===== src/rtl/int_stack_sequencer_if.sv =====
// Signal bundle between the interrupt stack sequencer and the surrounding pipeline.
// The master modport is the sequencer itself; slave is the pipeline/memory side.
interface int_stack_sequencer_if;
  logic        int_req;
  logic        rti_req;
  logic [31:0] pc_in;
  logic [2:0]  flags_in;
  logic [15:0] mem_rdata;
  logic        push;
  logic        pop;
  logic        int_active;
  logic [1:0]  int_count;
  logic [31:0] save_pc;
  logic [2:0]  save_flags;
  logic        stall;
  logic        pc_load;
  logic [31:0] pc_out;
  logic        flags_restore;
  logic [2:0]  flags_out;
  logic        int_ack;

  modport master (
    input  int_req, rti_req, pc_in, flags_in, mem_rdata,
    output push, pop, int_active, int_count, save_pc, save_flags, stall,
           pc_load, pc_out, flags_restore, flags_out, int_ack
  );

  modport slave (
    output int_req, rti_req, pc_in, flags_in, mem_rdata,
    input  push, pop, int_active, int_count, save_pc, save_flags, stall,
           pc_load, pc_out, flags_restore, flags_out, int_ack
  );
endinterface


===== src/rtl/int_stack_sequencer.sv =====
// Interrupt entry / return sequencer: pushes PC and flags as three 16-bit stack words,
// vectors the PC, and on return pops them back and restores PC and flags.
module int_stack_sequencer #(
  parameter logic [31:0] VECTOR_ADDR = 32'h0000_0002
) (
  input logic                    clk,
  input logic                    rst,
  int_stack_sequencer_if.master  bus
);

  localparam logic [3:0] IDLE     = 4'd0;
  localparam logic [3:0] PUSH_PCH = 4'd1;
  localparam logic [3:0] PUSH_PCL = 4'd2;
  localparam logic [3:0] PUSH_FLG = 4'd3;
  localparam logic [3:0] VECTOR   = 4'd4;
  localparam logic [3:0] POP_FLG  = 4'd5;
  localparam logic [3:0] POP_PCL  = 4'd6;
  localparam logic [3:0] POP_PCH  = 4'd7;
  localparam logic [3:0] RESTORE  = 4'd8;

  logic [3:0]  stateQ, stateD;
  logic [31:0] savePcQ;
  logic [2:0]  saveFlagsQ;
  logic [31:0] pcQ;
  logic [2:0]  flagsQ;
  logic        intAccept;

  // rti_req wins a tie; the level int_req is still there next IDLE cycle.
  assign intAccept = (stateQ == IDLE) && !bus.rti_req && bus.int_req;

  always_comb begin
    stateD = stateQ;
    case (stateQ)
      IDLE: begin
        if (bus.rti_req)      stateD = POP_FLG;
        else if (bus.int_req) stateD = PUSH_PCH;
      end
      PUSH_PCH: stateD = PUSH_PCL;
      PUSH_PCL: stateD = PUSH_FLG;
      PUSH_FLG: stateD = VECTOR;
      VECTOR:   stateD = IDLE;
      POP_FLG:  stateD = POP_PCL;
      POP_PCL:  stateD = POP_PCH;
      POP_PCH:  stateD = RESTORE;
      RESTORE:  stateD = IDLE;
      default:  stateD = IDLE;
    endcase
  end

  always_ff @(posedge clk) begin
    if (rst) begin
      stateQ     <= IDLE;
      savePcQ    <= '0;
      saveFlagsQ <= '0;
      pcQ        <= '0;
      flagsQ     <= '0;
    end else begin
      stateQ <= stateD;
      if (intAccept) begin
        savePcQ    <= bus.pc_in;
        saveFlagsQ <= bus.flags_in;
      end
      case (stateQ)
        POP_FLG: flagsQ       <= bus.mem_rdata[2:0];
        POP_PCL: pcQ[15:0]    <= bus.mem_rdata;
        POP_PCH: pcQ[31:16]   <= bus.mem_rdata;
        default: ;
      endcase
    end
  end

  always_comb begin
    bus.push          = 1'b0;
    bus.pop           = 1'b0;
    bus.int_active    = 1'b0;
    bus.int_count     = 2'b00;
    bus.pc_load       = 1'b0;
    bus.flags_restore = 1'b0;
    bus.int_ack       = 1'b0;
    bus.pc_out        = pcQ;
    case (stateQ)
      PUSH_PCH: begin bus.push = 1'b1; bus.int_active = 1'b1; bus.int_count = 2'b01; end
      PUSH_PCL: begin bus.push = 1'b1; bus.int_active = 1'b1; bus.int_count = 2'b10; end
      PUSH_FLG: begin bus.push = 1'b1; bus.int_active = 1'b1; bus.int_count = 2'b11; end
      VECTOR: begin
        bus.pc_load = 1'b1;
        bus.pc_out  = VECTOR_ADDR;
        bus.int_ack = 1'b1;
      end
      POP_FLG: begin bus.pop = 1'b1; bus.int_count = 2'b11; end
      POP_PCL: begin bus.pop = 1'b1; bus.int_count = 2'b10; end
      POP_PCH: begin bus.pop = 1'b1; bus.int_count = 2'b01; end
      RESTORE: begin
        bus.pc_load       = 1'b1;
        bus.flags_restore = 1'b1;
      end
      default: ;
    endcase
  end

  assign bus.stall      = (stateQ != IDLE);
  assign bus.save_pc    = savePcQ;
  assign bus.save_flags = saveFlagsQ;
  assign bus.flags_out  = flagsQ;

endmodule


===== src/flat_wrapper.sv =====
// flat-port wrapper written by rule: the top's interface ports become plain ports
module int_stack_sequencer_flat 
#(
  parameter logic [31:0] VECTOR_ADDR = 32'h0000_0002
)
  (clk, rst, bus_int_req, bus_rti_req, bus_pc_in, bus_flags_in, bus_mem_rdata, bus_push, bus_pop, bus_int_active, bus_int_count, bus_save_pc, bus_save_flags, bus_stall, bus_pc_load, bus_pc_out, bus_flags_restore, bus_flags_out, bus_int_ack);
  int_stack_sequencer_if bus_i ();
  input logic clk;
  input logic rst;
  input wire logic [$bits(bus_i.int_req)-1:0] bus_int_req;
  input wire logic [$bits(bus_i.rti_req)-1:0] bus_rti_req;
  input wire logic [$bits(bus_i.pc_in)-1:0] bus_pc_in;
  input wire logic [$bits(bus_i.flags_in)-1:0] bus_flags_in;
  input wire logic [$bits(bus_i.mem_rdata)-1:0] bus_mem_rdata;
  output wire logic [$bits(bus_i.push)-1:0] bus_push;
  output wire logic [$bits(bus_i.pop)-1:0] bus_pop;
  output wire logic [$bits(bus_i.int_active)-1:0] bus_int_active;
  output wire logic [$bits(bus_i.int_count)-1:0] bus_int_count;
  output wire logic [$bits(bus_i.save_pc)-1:0] bus_save_pc;
  output wire logic [$bits(bus_i.save_flags)-1:0] bus_save_flags;
  output wire logic [$bits(bus_i.stall)-1:0] bus_stall;
  output wire logic [$bits(bus_i.pc_load)-1:0] bus_pc_load;
  output wire logic [$bits(bus_i.pc_out)-1:0] bus_pc_out;
  output wire logic [$bits(bus_i.flags_restore)-1:0] bus_flags_restore;
  output wire logic [$bits(bus_i.flags_out)-1:0] bus_flags_out;
  output wire logic [$bits(bus_i.int_ack)-1:0] bus_int_ack;
  assign bus_i.int_req = bus_int_req;
  assign bus_i.rti_req = bus_rti_req;
  assign bus_i.pc_in = bus_pc_in;
  assign bus_i.flags_in = bus_flags_in;
  assign bus_i.mem_rdata = bus_mem_rdata;
  assign bus_push = bus_i.push;
  assign bus_pop = bus_i.pop;
  assign bus_int_active = bus_i.int_active;
  assign bus_int_count = bus_i.int_count;
  assign bus_save_pc = bus_i.save_pc;
  assign bus_save_flags = bus_i.save_flags;
  assign bus_stall = bus_i.stall;
  assign bus_pc_load = bus_i.pc_load;
  assign bus_pc_out = bus_i.pc_out;
  assign bus_flags_restore = bus_i.flags_restore;
  assign bus_flags_out = bus_i.flags_out;
  assign bus_int_ack = bus_i.int_ack;
  int_stack_sequencer #(.VECTOR_ADDR(VECTOR_ADDR)) u_core (.clk(clk), .rst(rst), .bus(bus_i));
endmodule

===== config.mk =====
export PLATFORM = sky130hd
export DESIGN_NAME = int_stack_sequencer_flat
export DESIGN_NICKNAME = d
export VERILOG_FILES = /design/src/rtl/int_stack_sequencer_if.sv /design/src/rtl/int_stack_sequencer.sv /design/src/flat_wrapper.sv
export SDC_FILE = /design/constraint.sdc
export NUM_CORES = 1
export LEC_CHECK = 0
export CORE_MARGIN = 4
export CORE_UTILIZATION = 47
export DETAILED_ROUTE_END_ITERATION = 8
export PLACE_DENSITY = 0.86
export RECOVER_POWER = 25
export SLEW_MARGIN = 20
export SYNTH_ARGS = -nofsm -noshare
export SYNTH_HDL_FRONTEND = slang
export SYNTH_SLANG_ARGS = --single-unit

===== constraint.sdc =====
create_clock -name clk -period 4.25 [get_ports clk]
set_clock_uncertainty 0.15 [all_clocks]
set_input_delay 0.6375 -clock clk [delete_from_list [all_inputs] [get_ports clk]]
set_output_delay 0.6375 -clock clk [all_outputs]
set_load 0.02 [all_outputs]

==> flow_summary.ini <==
[status]
outcome = finished with violations
violations = capacitance limit, slew limit

[synthesis]
synth_seq_cells = 74
netlist.area_leader.share = 0.448
synth_cells = 372
ys_top_cells_by_area = dfxtp_1, nand2b_1, mux2i_1
synth_area_leader_cell = dfxtp_1
syn_avg_cell_area_sq_um = 8.89
synth_area_sq_mm = 0.00331
yosysWarningCount = 0
yosysSeqAreaShare = 0.448
synth_cell_type_count = 27
synth_fp_nets = 427

[power_and_ir_drop]
vdd.ir_drop.worst_mv = 0.183
p_clk_frac = 0.328
p_sw_frac = 0.278
power.share.combinational = 0.234
p_per_area_mw_per_mm2 = 365
internal_power_w = 0.00127
leakage_nw = 1.76
power.switching_w = 0.000490
p_seq_frac = 0.438

[placement]
dp_hpwl_microns = 6060
dp_slack_ns = 1.19
place_congestion = 0.764
port_buffers = 133

[timing]
hold_slack_ns = 0.302
setup_violations = 0
rsz0062_at_grt = no
timing.final.ws_setup_ns = 0.828
fmax_mhz = 292
tns_ns = 0
slew_headroom = -0.595
drv_slew = 81
tightest_slew_ns = 2.39
finalHoldViolCount = 0
fin_crit_ns = 3.42
period_share = 0.805

[flow_run]
maxCapViolations = 1

[final_layout]
nets = 544
n_fill_cell = 554
final_cell_mix = clkdlybuf4s50_1, dfxtp_1, nand2b_1, nand2_1, mux2i_1
syn_to_final_growth_pct = 46.0
final_util = 0.707
drive_above_1_share = 0.0466
diodes = 0
layout_commonest_cell = clkdlybuf4s50_1

[grt]
grt_max_degree = 81
globalRouteOverflowTotal = 0
grt_pass1_wl_microns = 13900
antenna_found_initial = 0
grt_pass1_vias = 2832
grtUsageTotal = 0.202

[worst_setup_path]
cp_slowest_stage_delay_ns = 0.64
crit_fanout = 28
cp_slowest_cell = dfxtp_1
critPathArrivalTime_ns = 2.63
required_ns = 3.46
critPathLaunchType = register
path_cells = nor4b_2 > buf_4 > or2_2 > clkdlybuf4s50_1
crit_type = register to output pin
path_delay_family = buffers and inverters
cp-end-kind = output pin
cp_num_buf_inv = 2

[clock_tree]
ctsRootBufferMaster = clkbuf_8
hold_buffers = 0
cts_resized = 0
cts.clk_slew.worst_paths_ns = 0.08
cts_inserted_buffers = 9
worstSkewPairLatency_ns = 0.33
htreeDepth = 3
cts_setup_buffers = 0
clkSinkCount = 74
cts_tree = yes
clock_path_buffers = 2

[detailed_routing]
post_drt_via_cell_ratio = 4.87
drt_iter0_drc = 108
routed_wl_microns = 8570
avgRoutedWirePerCell_microns = 14.5
first_pass_iters = 5
vias = 2871
ant_nets = 0
drc = 0

[floorplan]
die_h_microns = 91.9
initial_utilization = 0.484
core_area_sq_mm = 0.00683
std_cell_rows = 30
ioPinCount = 134
fp.dieW_microns = 91.9
dieArea_sq_mm = 0.00844

[hold_path]
worstHoldPathType = register to register
-- final timing paths --
kind / from / to / slack [ns] / cells past startpoint
worst max-delay path: u_core.stateQ[2] / bus_pc_out[1] / 0.83 / 4
worst min-delay path: u_core.pcQ[31] / u_core.pcQ[31] / 0.30 / 2
worst max register to register: u_core.stateQ[3] / u_core.bus.save_pc[19] / 1.94 / 4
worst min register to register: u_core.pcQ[31] / u_core.pcQ[31] / 0.30 / 2
-- kinds of logic after synthesis --
group	synth area share
AND/OR/NAND/NOR	0.312
flip-flops	0.448
multiplexers	0.115
AO/OA/AOI/OAI	0.0583
buffers and inverters	0.0560
XOR/XNOR	0.0106
-- registers in the layout, indices dropped and copies added (netlist names) --
register / flops
u_core.pcQ: 32
u_core.bus.save_flags: 3
u_core.bus.flags_out: 3
u_core.stateQ: 4
u_core.bus.save_pc: 32
-- worst min-delay path, cell delays in order, from the launching register on --
cell and delay [ns]:
dfxtp_1 0.31, nand2_1 0.05, a21oi_1 0.05
-- Yosys cell counts --
| cell type | instances |
|---|---|
| dfxtp_1 | 74 |
| nand2b_1 | 70 |
| nand2_1 | 65 |
| mux2i_1 | 38 |
| a21oi_1 | 32 |
| nor2b_1 | 32 |
| clkbuf_1 | 22 |
| nor2_1 | 6 |
| buf_2 | 4 |
| xnor2_1 | 4 |
| buf_12 | 3 |
| nor3_1 | 3 |
| a2111oi_0 | 2 |
| nor3b_1 | 2 |
| nor4b_1 | 2 |
| nor4bb_1 | 2 |
| a211oi_1 | 1 |
| and4b_1 | 1 |
| buf_4 | 1 |
| buf_6 | 1 |
| inv_1 | 1 |
| nand4b_1 | 1 |
| nor3b_2 | 1 |
| o21bai_1 | 1 |
| or2_2 | 1 |
| or4_4 | 1 |
| or4bb_1 | 1 |
-- area by class of cell --
| type | instances | area, sq um | share of cell area |
|---|---|---|---|
| clock buffer | 11 | 131 | 0.0272 |
| inverter | 1 | 3.75 | 0.000777 |
| clock inverter | 5 | 78.8 | 0.0163 |
| multi-input combinational | 266 | 1660 | 0.344 |
| sequential | 74 | 1480 | 0.307 |
| tap | 96 | 120 | 0.0249 |
| timing repair buffer | 137 | 1360 | 0.281 |
-- power groups by stage --
stage               Combinational [W]  Clock [W]  Sequential (W)
global placement             0.000412          0        0.000785
CTS                          0.000420   0.000591        0.000773
detailed placement           0.000418          0        0.000789
finish                       0.000412   0.000579        0.000774
floorplan                    0.000229          0        0.000801
global route                 0.000439   0.000625        0.000781
-- per-stage QoR --
step                      cells  instance area, sq um  power, W
after floorplan             372                  3310   0.00103
after detailed placement    574                  4620   0.00121
after global routing        590                  4830   0.00184
after CTS                   590                  4830   0.00178
after global placement      574                  4620   0.00120
final                       590                  4830   0.00176
-- metal layers --
| layer | track usage | up-vias | routed length [microns] |
|---|---|---|---|
| met5 | 0 | - | 0 |
| met2 | 0.328 | 117 | 3880 |
| li1 | - | 1432 | - |
| met4 | 0.0718 | 0 | 94 |
| met3 | 0.0607 | 12 | 726 |
| met1 | 0.254 | 1310 | 3870 |
Power figures use the tool's default switching activity.
